[src/rtl/imem_boot_loader_ctrl.sv]
// Byte-stream boot loader for the instruction memory: parses a 2-byte length header, writes the payload and stalls the CPU until done.
// Optional trailing 8-bit checksum byte when IMEM_BOOT_CHECKSUM_EN is defined.
module imem_boot_loader_ctrl #(
    parameter int ADDR_W    = 10,
    parameter int MAX_BYTES = 1024
) (
    input  logic              clk,
    input  logic              rst,
    input  logic              boot_start,
    input  logic              rx_valid,
    input  logic [7:0]        rx_data,
    output logic              rx_ready,
    output logic              mem_we,
    output logic [ADDR_W-1:0] mem_waddr,
    output logic [7:0]        mem_wdata,
    input  logic [31:0]       cpu_addr,
    output logic [ADDR_W-1:0] mem_raddr,
    output logic              cpu_hold,
    output logic              load_done,
    output logic              load_err,
    output logic [15:0]       byte_count
);

    typedef enum logic [2:0] {
        S_IDLE   = 3'd0,
        S_LEN_HI = 3'd1,
        S_LEN_LO = 3'd2,
        S_LOAD   = 3'd3,
`ifdef IMEM_BOOT_CHECKSUM_EN
        S_CHK    = 3'd4,
`endif
        S_DONE   = 3'd5,
        S_ERR    = 3'd6
    } state_t;

    localparam logic [16:0] MAX_LEN = 17'(MAX_BYTES);

    state_t            state_q, state_d;
    logic [15:0]       len_q, len_d;
    logic [15:0]       byte_count_q, byte_count_d;
    logic              mem_we_q, mem_we_d;
    logic [ADDR_W-1:0] mem_waddr_q, mem_waddr_d;
    logic [7:0]        mem_wdata_q, mem_wdata_d;
    logic              xfer;
    logic [15:0]       new_len;
    logic              unused_cpu_addr_hi;

`ifdef IMEM_BOOT_CHECKSUM_EN
    logic [7:0]        sum_q, sum_d;
`endif

    assign rx_ready = (state_q == S_LEN_HI) || (state_q == S_LEN_LO) || (state_q == S_LOAD)
`ifdef IMEM_BOOT_CHECKSUM_EN
                   || (state_q == S_CHK)
`endif
                   ;
    assign xfer    = rx_valid && rx_ready;
    assign new_len = {len_q[15:8], rx_data};

    always_comb begin
        state_d      = state_q;
        len_d        = len_q;
        byte_count_d = byte_count_q;
        mem_we_d     = 1'b0;
        mem_waddr_d  = mem_waddr_q;
        mem_wdata_d  = mem_wdata_q;
`ifdef IMEM_BOOT_CHECKSUM_EN
        sum_d        = sum_q;
`endif
        case (state_q)
            S_IDLE, S_DONE, S_ERR: begin
                if (boot_start) begin
                    state_d      = S_LEN_HI;
                    byte_count_d = 16'd0;
`ifdef IMEM_BOOT_CHECKSUM_EN
                    sum_d        = 8'd0;
`endif
                end
            end
            S_LEN_HI: begin
                if (xfer) begin
                    len_d   = {rx_data, len_q[7:0]};
                    state_d = S_LEN_LO;
                end
            end
            S_LEN_LO: begin
                if (xfer) begin
                    len_d = new_len;
                    if ((new_len == 16'd0) || ({1'b0, new_len} > MAX_LEN)) begin
                        state_d = S_ERR;
                    end else begin
                        state_d = S_LOAD;
                    end
                end
            end
            S_LOAD: begin
                if (xfer) begin
                    mem_we_d     = 1'b1;
                    mem_waddr_d  = byte_count_q[ADDR_W-1:0];
                    mem_wdata_d  = rx_data;
                    byte_count_d = byte_count_q + 16'd1;
`ifdef IMEM_BOOT_CHECKSUM_EN
                    sum_d        = sum_q + rx_data;
                    if (byte_count_q == len_q - 16'd1) begin
                        state_d = S_CHK;
                    end
`else
                    if (byte_count_q == len_q - 16'd1) begin
                        state_d = S_DONE;
                    end
`endif
                end
            end
`ifdef IMEM_BOOT_CHECKSUM_EN
            // The checksum byte is compared only, never written to memory.
            S_CHK: begin
                if (xfer) begin
                    state_d = (rx_data == sum_q) ? S_DONE : S_ERR;
                end
            end
`endif
            default: state_d = S_IDLE;
        endcase
    end

    always_ff @(posedge clk) begin
        if (rst) begin
            state_q      <= S_IDLE;
            len_q        <= 16'd0;
            byte_count_q <= 16'd0;
            mem_we_q     <= 1'b0;
            mem_waddr_q  <= '0;
            mem_wdata_q  <= 8'd0;
`ifdef IMEM_BOOT_CHECKSUM_EN
            sum_q        <= 8'd0;
`endif
        end else begin
            state_q      <= state_d;
            len_q        <= len_d;
            byte_count_q <= byte_count_d;
            mem_we_q     <= mem_we_d;
            mem_waddr_q  <= mem_waddr_d;
            mem_wdata_q  <= mem_wdata_d;
`ifdef IMEM_BOOT_CHECKSUM_EN
            sum_q        <= sum_d;
`endif
        end
    end

    assign load_done  = (state_q == S_DONE);
    assign load_err   = (state_q == S_ERR);
    assign cpu_hold   = !load_done;
    assign mem_we     = mem_we_q;
    assign mem_waddr  = mem_waddr_q;
    assign mem_wdata  = mem_wdata_q;
    assign byte_count = byte_count_q;

    // While the CPU is held the read port is parked at address 0.
    assign mem_raddr          = cpu_hold ? '0 : cpu_addr[ADDR_W-1:0];
    assign unused_cpu_addr_hi = ^cpu_addr[31:ADDR_W];

endmodule

[config.mk]
export PLATFORM = sky130hd
export DESIGN_NAME = imem_boot_loader_ctrl
export DESIGN_NICKNAME = d
export VERILOG_FILES = /design/src/rtl/imem_boot_loader_ctrl.sv
export SDC_FILE = /design/constraint.sdc
export NUM_CORES = 1
export LEC_CHECK = 0
export ABC_CLOCK_PERIOD_IN_PS = 6290
export CAP_MARGIN = 20
export CORE_ASPECT_RATIO = 1.25
export CORE_MARGIN = 3
export CORE_UTILIZATION = 50
export DETAILED_ROUTE_END_ITERATION = 10
export PLACE_DENSITY = 0.82
export SYNTH_ARGS = -nofsm -noshare
export SYNTH_HDL_FRONTEND = slang
export SYNTH_SLANG_ARGS = --single-unit
[constraint.sdc]
create_clock -name clk -period 6.29 [get_ports clk]
set_clock_uncertainty 0.1 [all_clocks]
set_input_delay 1.887 -clock clk [delete_from_list [all_inputs] [get_ports clk]]
set_output_delay 1.887 -clock clk [all_outputs]
set_load 0.005 [all_outputs]
== After elaboration in Yosys (flattened, before gate mapping) ==
Cells that the tools add are included.

* Add/sub/neg operators: 2
* Multiply operators: 0
* Divide/modulo/power cells: 0
* Order comparisons: 1
* Equality and inequality tests: 11
* Shifts and indexed selects: 0
* Multiplexer cells: 15
* Bitwise gates (word level): 3
* Reductions and logical operators: 15

{| class="wikitable"
|+ Operators with widths
! kind !! number
|-
| case mux 16 bit (2 select lines) || 2
|-
| two-way mux 16 bit || 3
|-
| two-way mux 3 bit || 6
|-
| adder 16 x 1 -> 16 bit (second input constant) || 1
|-
| == test 16 bit || 1
|-
| > comparator 16 x 11 -> 1 bit (second input constant) || 1
|-
| zero test 16 bit || 1
|-
| subtractor 16 x 1 -> 16 bit (second input constant) || 1
|-
| case mux 3 bit (4 select lines) || 1
|-
| two-way mux 10 bit || 1
|-
| AND reduction 3 bit || 3
|-
| two-way mux 8 bit || 1
|-
| inequality test 2 bit (second input constant) || 4
|-
| == test 3 x 2 -> 1 bit (second input constant) || 2
|-
| == test 3 bit (second input constant) || 2
|-
| AND reduction 5 bit || 1
|-
| == test 3 x 1 -> 1 bit (second input constant) || 1
|-
| zero test 3 bit || 1
|-
| logical OR 1 bit || 3
|-
| NOT 1 bit || 3
|-
| OR reduction 3 bit || 1
|-
| inequality test 2 x 1 -> 1 bit (second input constant) || 1
|-
| AND reduction 2 bit || 1
|-
| nonzero test 2 bit || 1
|-
| 4 further kinds || 4
|}

* Register bits: 54
* Latch bits: 0
* RAM bits: 0
* Bits in read-only memories: 0
* Bits of input ports: 44
* Output and inout bits: 49
* Memories kept: 0

== Logic depth before layout (Yosys ltp) ==
Gate-level depths: netlist (run 1).

* Depth after elaboration: 6
* Gate-level depth with buffers: 9
* Depth with buffers taken out: 8

== Worst setup path before layout (run 1) ==
OpenSTA, ideal clock, no wires.

* Path type: in2out
* Start: in cpu_addr[0]
* End: out mem_raddr[0]
* Arrival time: 2012 ps
* Required time: 4303 ps
* Slack: 2291 ps
* Cell stages on the path: 1
* Path through: and2_1

* Longest elaborated chain between the ends: 1

{| class="wikitable"
|+ Ends and longest elaborated chain
! what !! RTL line !! RTL
|-
| start: declaration || 16 || <nowiki>input logic [31:0] cpu_addr,</nowiki>
|-
| two-way mux 10 bit || 159 || <nowiki>assign mem_raddr = cpu_hold ? '0 : cpu_addr[ADDR_W-1:0];</nowiki>
|-
| end: declaration || 17 || <nowiki>output logic [ADDR_W-1:0] mem_raddr,</nowiki>
|}

No other way between the ends.

== Worst setup path in the final report (run 1) ==
* Start: in cpu_addr[7]
* End: out mem_raddr[7]

Same word-level chain as after synthesis.

==> flow_summary.ini, run 1 <==
[power]
pwr-share-clk_pct = 28.3
comb_power_share_pct = 21.3
p_leak_nw = 1.34
pwr-share-seq_pct = 50.4
power_switching_w = 0.000221
pwr_density_cell_mw_per_mm2 = 192
peakVddDrop_v = 0.000154
intPower_w = 0.000512
swShare_pct = 30.2

[job]
cap_violations = 0

[synthesis]
synth_edf_count = 0
ys_seq_area_share_pct = 35.8
synth_top_family_by_area = simple AND/OR/NAND/NOR gates
async_reset_ff_share_pct = 0
ys_seq_elements = 54
ys_warn_count = 0
synth_compound_area_share_pct = 14.9
synth_fa_ha_area_share_pct = 0.829
postSynthAreaPerCell_um2 = 8.28
syn_inst = 365
syn_nets = 411
synth_area_mm2 = 0.00302
ys.flop_type = dfxtp_1
synth_cell_types = 64
synth_xor_area_share_pct = 9.73
synthMuxAreaShare_pct = 4.97
synthSimpleGateAreaFrac_pct = 28.9

[detailed_routing]
viasPerCell = 5.77
drtIter0Drc = 210
route.detailed.drc = 0
dr.pass1.iters = 4
drt_wl_total_mm = 7.47
vias = 2809
drtAntennaViolNets = 0
wl_per_cell_um = 15.3

[timing]
drv_slew = 0
relSlewSlack_pct = 43.2
period_minus_slack_ns = 4.96
finalHoldViolations = 0
setup-violations-final = 0
fin_setup_tns_ns = 0
clock.fmax_mhz = 202
grt_setup_unrepaired = false
worst_pin_slew_ns = 0.848
finalCritPeriodShare_pct = 78.9

[critical_path]
startpoint_type = primary input
endpoint = mem_raddr[7]
r2r.worst_path.cells = 6
critPathArrivalTime_ns = 2.97
r2r_slack_ns = 3.77
path_class = in -> out
r2r_start = state_q[0]$_SDFFE_PP0P_
end_kind = output port
timing.rr.end = byte_count[15]$_SDFFE_PP0P_
required_ns = 4.30
crit_start = cpu_addr[7]
critPathMaxFanout = 1

[layout]
final_cell_count_no_fill = 487
n_antenna_cell = 0
area_delta_synth_final_pct = 26.1
mostFrequentLayoutCell = clkdlybuf4s50_1
fillCellCount = 528
final_layout_size_suffix_gt1_share_pct = 6.18
layout_common_cells = clkdlybuf4s50_1 (70), dfxtp_1 (54), nand2_1 (47)
nets = 466

[clock_tree]
cts_tree = yes
clkSlewWorstSetupHoldPaths_ns = 0.11
cts_num_sinks = 54
htreeDepth = 2
cts_resized = 0
hold_buffers = 0
cts.path.max_buffers = 2
insertion_delay_ns = 0.32
cts_setup_buffers = 0
cts_made_buffers = 5
cts_root_buf = clkbuf_8

[floorplanning]
io_pins = 93
num_rows = 31
fp.dieW_um = 75.5
dieArea_mm2 = 0.00701
core-area_mm2 = 0.00582
initial_core_util_pct = 51.9
die_h_um = 92.9

[place]
dp_cells = 479
dpl.hpwl_mm = 5.47
gp_congestion = 0.872
portBuffers = 70

[global_routing]
antenna_found_initial = 0
grt_pass1_vias = 2508
track_usage_pct = 21.6
grt_max_degree = 42
overflow = 0
grt_pass1_wl_mm = 11.9

[worst_hold_path]
worstHoldPathType = reg -> reg

[status]
status = complete, no violations
==> how the worst min path moves through the flow <==
stage,startpoint,endpoint,slack [ns],cells after the start
final,mem_wdata[1]$_SDFFE_PP0P_,mem_wdata[1]$_SDFFE_PP0P_,0.36,2
after CTS,mem_wdata[1]$_SDFFE_PP0P_,mem_wdata[1]$_SDFFE_PP0P_,0.36,2
after global routing,mem_waddr[6]$_SDFFE_PP0P_,mem_waddr[6]$_SDFFE_PP0P_,0.39,2
after floorplan,mem_waddr[0]$_SDFFE_PP0P_,mem_waddr[0]$_SDFFE_PP0P_,0.35,2
after detailed placement,mem_wdata[1]$_SDFFE_PP0P_,mem_wdata[1]$_SDFFE_PP0P_,0.35,2
after global placement,mem_waddr[6]$_SDFFE_PP0P_,mem_waddr[6]$_SDFFE_PP0P_,0.34,2
==> critical path: stages <==
cell and delay (ns):
clkdlybuf4s50_1 0.48, and2_1 0.12, clkdlybuf4s50_1 0.49
==> registers in the layout, summed over array words and instances, names as in the netlist <==
register	cells
byte_count	16
len_q	16
mem_waddr	10
mem_wdata	8
mem_we	1
state_q	3
==> cell type report <==
type                       count  area (um^2)  area share, %
sequential                    54         1080           28.4
timing repair buffer          73          723           19.0
tap                           66         82.6           2.17
clock inverter                 3         28.8          0.755
inverter                       9         33.8          0.887
multi-input combinational    277         1790           47.0
clock buffer                   5         68.8           1.81
==> logic make-up after synthesis <==
group / Yosys count
and+or+nand+nor: 163
AOI/OAI and AO/OA: 65
DFF: 54
buffers and inverters: 34
xor gates and xnor gates: 32
muxes: 15
adders and majority gates: 2
==> Yosys cell counts, types with 4 or more instances <==
cell	instances	area, um^2
nand3_1	8	40.0
nand2_1	47	176
xor2_1	12	105
nor4_1	4	25.0
a211oi_1	4	30.0
mux2i_1	15	150
dfxtp_1	54	1080
a21oi_1	27	135
and3_1	5	31.3
nor2_1	41	154
and2_1	12	75.1
inv_1	9	33.8
or3_1	6	37.5
xnor2_1	19	166
clkbuf_1	20	75.1
==> stage by stage <==
step	hold slack [ns]	setup WS (ns)	total power, W	instance area [um^2]	util, %
3_5_place_dp	0.348	1.32	0.000532	3710	63.8
6_report	0.361	1.33	0.000733	3810	65.5
5_1_grt	0.387	1.30	0.000769	3810	65.5
4_1_cts	0.363	1.31	0.000736	3810	65.5
2_1_floorplan	0.353	2.29	0.000490	3020	-
3_3_place_gp	0.342	1.32	0.000528	3710	63.8
==> layer usage <==
layer | routed length, um | track usage (%)
met1 | 3070 | 26.9
met2 | 3770 | 36.7
met3 | 443 | 3.58
met4 | 185 | 7.73
met5 | 0 | 0
==> power groups by stage <==
| stage | Combinational (W) | Sequential (W) | Clock [W] |
|---|---|---|---|
| 2_1_floorplan | 0.000124 | 0.000366 | 0 |
| 3_3_place_gp | 0.000152 | 0.000376 | 0 |
| 3_5_place_dp | 0.000155 | 0.000377 | 0 |
| 4_1_cts | 0.000156 | 0.000369 | 0.000211 |
| 5_1_grt | 0.000170 | 0.000373 | 0.000226 |
| 6_report | 0.000156 | 0.000369 | 0.000207 |
Power figures use the tool's default switching activity.
==> run 2, diff against run 1 <==
--- a/config.mk
+++ b/config.mk
@@ -5,13 +5,13 @@
 export SDC_FILE = /design/constraint.sdc
 export NUM_CORES = 1
 export LEC_CHECK = 0
-export ABC_CLOCK_PERIOD_IN_PS = 6290
+export ABC_CLOCK_PERIOD_IN_PS = 5000
 export CAP_MARGIN = 20
 export CORE_ASPECT_RATIO = 1.25
 export CORE_MARGIN = 3
-export CORE_UTILIZATION = 50
+export CORE_UTILIZATION = 47
 export DETAILED_ROUTE_END_ITERATION = 10
-export PLACE_DENSITY = 0.82
+export PLACE_DENSITY = 0.77
 export SYNTH_ARGS = -nofsm -noshare
 export SYNTH_HDL_FRONTEND = slang
 export SYNTH_SLANG_ARGS = --single-unit
==> constraint.sdc (replaced) <==
create_clock -name clk -period 5 [get_ports clk]
set_clock_uncertainty 0.1 [all_clocks]
set_input_delay 1.5 -clock clk [delete_from_list [all_inputs] [get_ports clk]]
set_output_delay 1.5 -clock clk [all_outputs]
set_load 0.005 [all_outputs]
==> flow_summary.ini, run 2 (synthesis gave the netlist of run 1 again) <==
[power]
pwr-share-clk_pct = 31.2
intPower_w = 0.000692
total_power_w = 0.000964
pwr_density_cell_mw_per_mm2 = 250
power_switching_w = 0.000272
peakVddDrop_v = 0.000209
swShare_pct = 28.2
pwr-share-seq_pct = 48.3
p_leak_nw = 1.35
comb_power_share_pct = 20.5

[critical_path]
critPathMostFrequentCell = clkdlybuf4s50_1
critPathMaxFanout = 1
cp_slowest_cell = clkdlybuf4s50_1
required_ns = 3.40
critPathArrivalTime_ns = 2.60
cpPeakStageDelay_ns = 0.51
path_class = in -> out
crit_chain = clkdlybuf4s50_1, and2_1, clkdlybuf4s50_1
cpLargestDelayFamily = buffers and inverters
end_kind = output port
path_buf_inv = 2
startpoint_type = primary input

[global_routing]
grt_pass1_vias = 2662
grt_max_degree = 23
track_usage_pct = 20.5
antenna_found_initial = 0
grt_pass1_wl_mm = 12.4
overflow = 0

[clock_tree]
cts_num_sinks = 54
hold_buffers = 0
cts.path.max_buffers = 2
clkSlewWorstSetupHoldPaths_ns = 0.10
cts_tree = yes
insertion_delay_ns = 0.31
cts_root_buf = clkbuf_8
htreeDepth = 2
cts_resized = 0
cts_made_buffers = 5
cts_setup_buffers = 0

[timing]
clock.fmax_mhz = 238
setup-violations-final = 0
fin_setup_tns_ns = 0
period_minus_slack_ns = 4.20
worst_pin_slew_ns = 0.841
drv_slew = 0
grt_setup_unrepaired = false
finalCritPeriodShare_pct = 84.0
finalHoldViolations = 0
relSlewSlack_pct = 43.6

[layout]
final_layout_size_suffix_gt1_share_pct = 6.18
n_antenna_cell = 0
final_cell_count_no_fill = 506
layout_common_cells = clkdlybuf4s50_1 (70), dfxtp_1 (54), nand2_1 (47)
mostFrequentLayoutCell = clkdlybuf4s50_1
nets = 466
area_delta_synth_final_pct = 27.5
fin_area_mm2 = 0.00385

[floorplanning]
io_pins = 93
fp.dieW_um = 77.7
core-area_mm2 = 0.00621
initial_core_util_pct = 48.7
num_rows = 32
die_h_um = 95.6
dieArea_mm2 = 0.00743

[place]
portBuffers = 70
placed_area_mm2 = 0.00374
dp_cells = 498
gp_congestion = 0.866
dpl.hpwl_mm = 5.45

[detailed_routing]
dr.pass1.iters = 4
vias = 2766
route.detailed.drc = 0
drtIter0Drc = 161
viasPerCell = 5.47
drtAntennaViolNets = 0
wl_per_cell_um = 14.7
drt_wl_total_mm = 7.46

[job]
cap_violations = 0

[worst_hold_path]
worstHoldPathType = reg -> reg

[status]
status = complete, no violations
==> run 2: changes by cell type in the layout (fill, tap and decap cells not counted) <==
cell       change
inv_6          +1
clkinv_4       -1
inv_8          -1
bufinv_16      +1
==> run 2: cell type report <==
| cell class | instances | area [um^2] |
|---|---|---|
| Fill cell | 546 | 2350 |
| Multi-Input combinational cell | 277 | 1790 |
| Sequential cell | 54 | 1080 |
| Timing Repair Buffer | 73 | 723 |
| Tap cell | 85 | 106 |
| Clock buffer | 5 | 68.8 |
| Clock inverter | 3 | 47.5 |
| Inverter | 9 | 33.8 |
==> run 2: power groups by stage <==
| stage | clock [W] | combinational (W) | sequential, W |
|---|---|---|---|
| floorplan | 0 | 0.000156 | 0.000460 |
| global placement | 0 | 0.000192 | 0.000474 |
| detailed placement | 0 | 0.000197 | 0.000474 |
| CTS | 0.000311 | 0.000197 | 0.000465 |
| global route | 0.000325 | 0.000217 | 0.000469 |
| finish | 0.000301 | 0.000197 | 0.000465 |
==> run 2: path summary, 6_finish.rpt <==
| check | startpoint | end | slack (ns) | cells past startpoint |
|---|---|---|---|---|
| worst min register to register | mem_wdata[1]$_SDFFE_PP0P_ | mem_wdata[1]$_SDFFE_PP0P_ | 0.36 | 2 |
| worst max register to register | state_q[0]$_SDFFE_PP0P_ | byte_count[9]$_SDFFE_PP0P_ | 2.40 | 6 |
| worst max-delay path | cpu_addr[3] | mem_raddr[3] | 0.80 | 3 |
| worst min-delay path | mem_wdata[1]$_SDFFE_PP0P_ | mem_wdata[1]$_SDFFE_PP0P_ | 0.36 | 2 |
==> run 2: routing by layer <==
layer	up-vias	track usage (%)	share of wire, %
li1	1374	-	-
met1	1300	24.3	43
met2	76	35.6	49
met3	16	4.44	5.5
met4	0	8.90	2.3
met5	-	0	0
==> run 2: stage by stage <==
stage	util, %	hold WS (ns)	setup WS, ns
6_report	62.1	0.359	0.799
5_1_grt	62.1	0.388	0.766
4_1_cts	62.1	0.363	0.776
3_5_place_dp	60.2	0.348	0.780
3_3_place_gp	60.2	0.342	0.806
2_1_floorplan	-	0.353	1.77
==> run 2: worst min-delay path, cell delays in order (launching register included) <==
cell	delay, ns
dfxtp_1	0.32
nand2_1	0.05
a21oi_1	0.05
==> run 3, diff against run 2 <==
--- a/config.mk
+++ b/config.mk
@@ -5,13 +5,13 @@
 export SDC_FILE = /design/constraint.sdc
 export NUM_CORES = 1
 export LEC_CHECK = 0
-export ABC_CLOCK_PERIOD_IN_PS = 5000
+export ABC_CLOCK_PERIOD_IN_PS = 3500
 export CAP_MARGIN = 20
 export CORE_ASPECT_RATIO = 1.25
 export CORE_MARGIN = 3
-export CORE_UTILIZATION = 47
+export CORE_UTILIZATION = 43
 export DETAILED_ROUTE_END_ITERATION = 10
-export PLACE_DENSITY = 0.77
+export PLACE_DENSITY = 0.74
 export SYNTH_ARGS = -nofsm -noshare
 export SYNTH_HDL_FRONTEND = slang
 export SYNTH_SLANG_ARGS = --single-unit
==> constraint.sdc (replaced) <==
create_clock -name clk -period 3.5 [get_ports clk]
set_clock_uncertainty 0.1 [all_clocks]
set_input_delay 1.05 -clock clk [delete_from_list [all_inputs] [get_ports clk]]
set_output_delay 1.05 -clock clk [all_outputs]
set_load 0.005 [all_outputs]
==> flow_summary.ini, run 3 (synthesis gave the netlist of run 1 again) <==
[status]
status = complete, no violations

[clock_tree]
cts.path.max_buffers = 2
cts_num_sinks = 54
hold_buffers = 0
htreeDepth = 2
insertion_delay_ns = 0.32
cts_root_buf = clkbuf_8
cts_resized = 0
cts_tree = yes
clkSlewWorstSetupHoldPaths_ns = 0.10
cts_made_buffers = 5
cts_setup_buffers = 0

[place]
portBuffers = 70
place_ws_ns = 0.0486
dpl.hpwl_mm = 5.54
gp_congestion = 0.832

[worst_hold_path]
worstHoldPathType = reg -> reg
min_from = mem_waddr[6]$_SDFFE_PP0P_
hold_depth = 2

[timing]
setup-violations-final = 0
clock.fmax_mhz = 305
worst_pin_slew_ns = 0.535
finalCritPeriodShare_pct = 93.6
hold_slack_ns = 0.359
period_minus_slack_ns = 3.28
grt_setup_unrepaired = false
finalHoldViolations = 0
relSlewSlack_pct = 63.4
fin_setup_tns_ns = 0
drv_slew = 0
setup_slack_ns = 0.224

[critical_path]
startpoint_type = primary input
end_kind = output port
crit_start = cpu_addr[7]
path_depth = 3
critPathMaxFanout = 1
cp_slowest_cell = clkdlybuf4s50_1
cpPeakStageDelay_ns = 0.49
critPathMostFrequentCell = clkdlybuf4s50_1
required_ns = 2.35
path_buf_inv = 2
critPathArrivalTime_ns = 2.13
cpLargestDelayFamily = buffers and inverters
path_class = in -> out
crit_chain = clkdlybuf4s50_1, and2_1, clkdlybuf4s50_1
r2r_start = len_q[0]$_SDFFE_PP0P_
r2r.worst_path.cells = 8

[detailed_routing]
drtIter0Drc = 159
vias = 2808
drtAntennaViolNets = 0
top_layer = met4
wl_per_cell_um = 14.6
dr.pass1.iters = 4
route.detailed.drc = 0
dr_wl_met3_um = 442
wl_met2_mm = 3.80
viasPerCell = 5.40
wl_met1_mm = 3.25
drt_wl_total_mm = 7.61

[power]
total_power_w = 0.00134
p_leak_nw = 1.40
peakVddDrop_v = 0.000251
pwr_density_cell_mw_per_mm2 = 341

[floorplanning]
num_rows = 33
dieArea_mm2 = 0.00807
initial_core_util_pct = 45.2
io_pins = 93
core-area_mm2 = 0.00669
die_h_um = 99.7
fp.dieW_um = 81.0

[global_routing]
antenna_found_initial = 0
grt_pass1_wl_mm = 12.2
track_usage_pct = 19.0
grt_pass1_vias = 2537
overflow = 0
grt_max_degree = 37

[layout]
nets = 478
area_delta_synth_final_pct = 30.0
layout_common_cells = clkdlybuf4s50_1 (70), dfxtp_1 (54), nand2_1 (47)
final_layout_size_suffix_gt1_share_pct = 8.78
n_antenna_cell = 0
mostFrequentLayoutCell = clkdlybuf4s50_1

[job]
cap_violations = 0
==> run 3: layout make-up <==
cell class	count	area, um^2
multi-input combinational	277	1790
fill	643	2760
timing repair buffer	85	813
tap	87	109
clock inverter	3	28.8
clock buffer	5	68.8
inverter	9	33.8
sequential	54	1080
==> run 3: path summary, 6_finish.rpt <==
| check | end | slack [ns] |
|---|---|---|
| worst min register to register | mem_waddr[6]$_SDFFE_PP0P_ | 0.36 |
| worst max-delay path | mem_raddr[7] | 0.22 |
| worst max register to register | state_q[1]$_SDFFE_PP0P_ | 1.01 |
| worst min-delay path | mem_waddr[6]$_SDFFE_PP0P_ | 0.36 |
==> run 3: worst register-to-register path, cell delays in order (launching register included) <==
cell	delay, ns
dfxtp_1	0.42
inv_1	0.08
ha_1	0.30
xor2_1	0.17
or3_1	0.32
or4_1	0.42
a211oi_2	0.27
nand4_1	0.13
o21a_1	0.18
==> run 3: through the flow <==
stage | instances | util (%) | cell area, um^2
floorplan | 365 | - | 3020
global placement | 512 | 57.2 | 3830
detailed placement | 512 | 57.2 | 3830
CTS | 520 | 58.7 | 3930
global route | 520 | 58.7 | 3930
finish | 520 | 58.7 | 3930
==> run 3: metal layers <==
layer,GRT usage (%),vias to the layer above
met5,0,-
li1,-,1397
met2,34.2,81
met1,23.3,1320
met4,4.81,0
met3,2.99,10
==> run 3: power breakdown <==
| part | switching [W] | internal [W] | leakage, nW |
|---|---|---|---|
| Sequential | 0.0000258 | 0.000630 | 0.436 |
| Combinational | 0.000154 | 0.000148 | 0.917 |
| Clock | 0.000229 | 0.000150 | 0.0506 |
| Total | 0.000409 | 0.000929 | 1.40 |
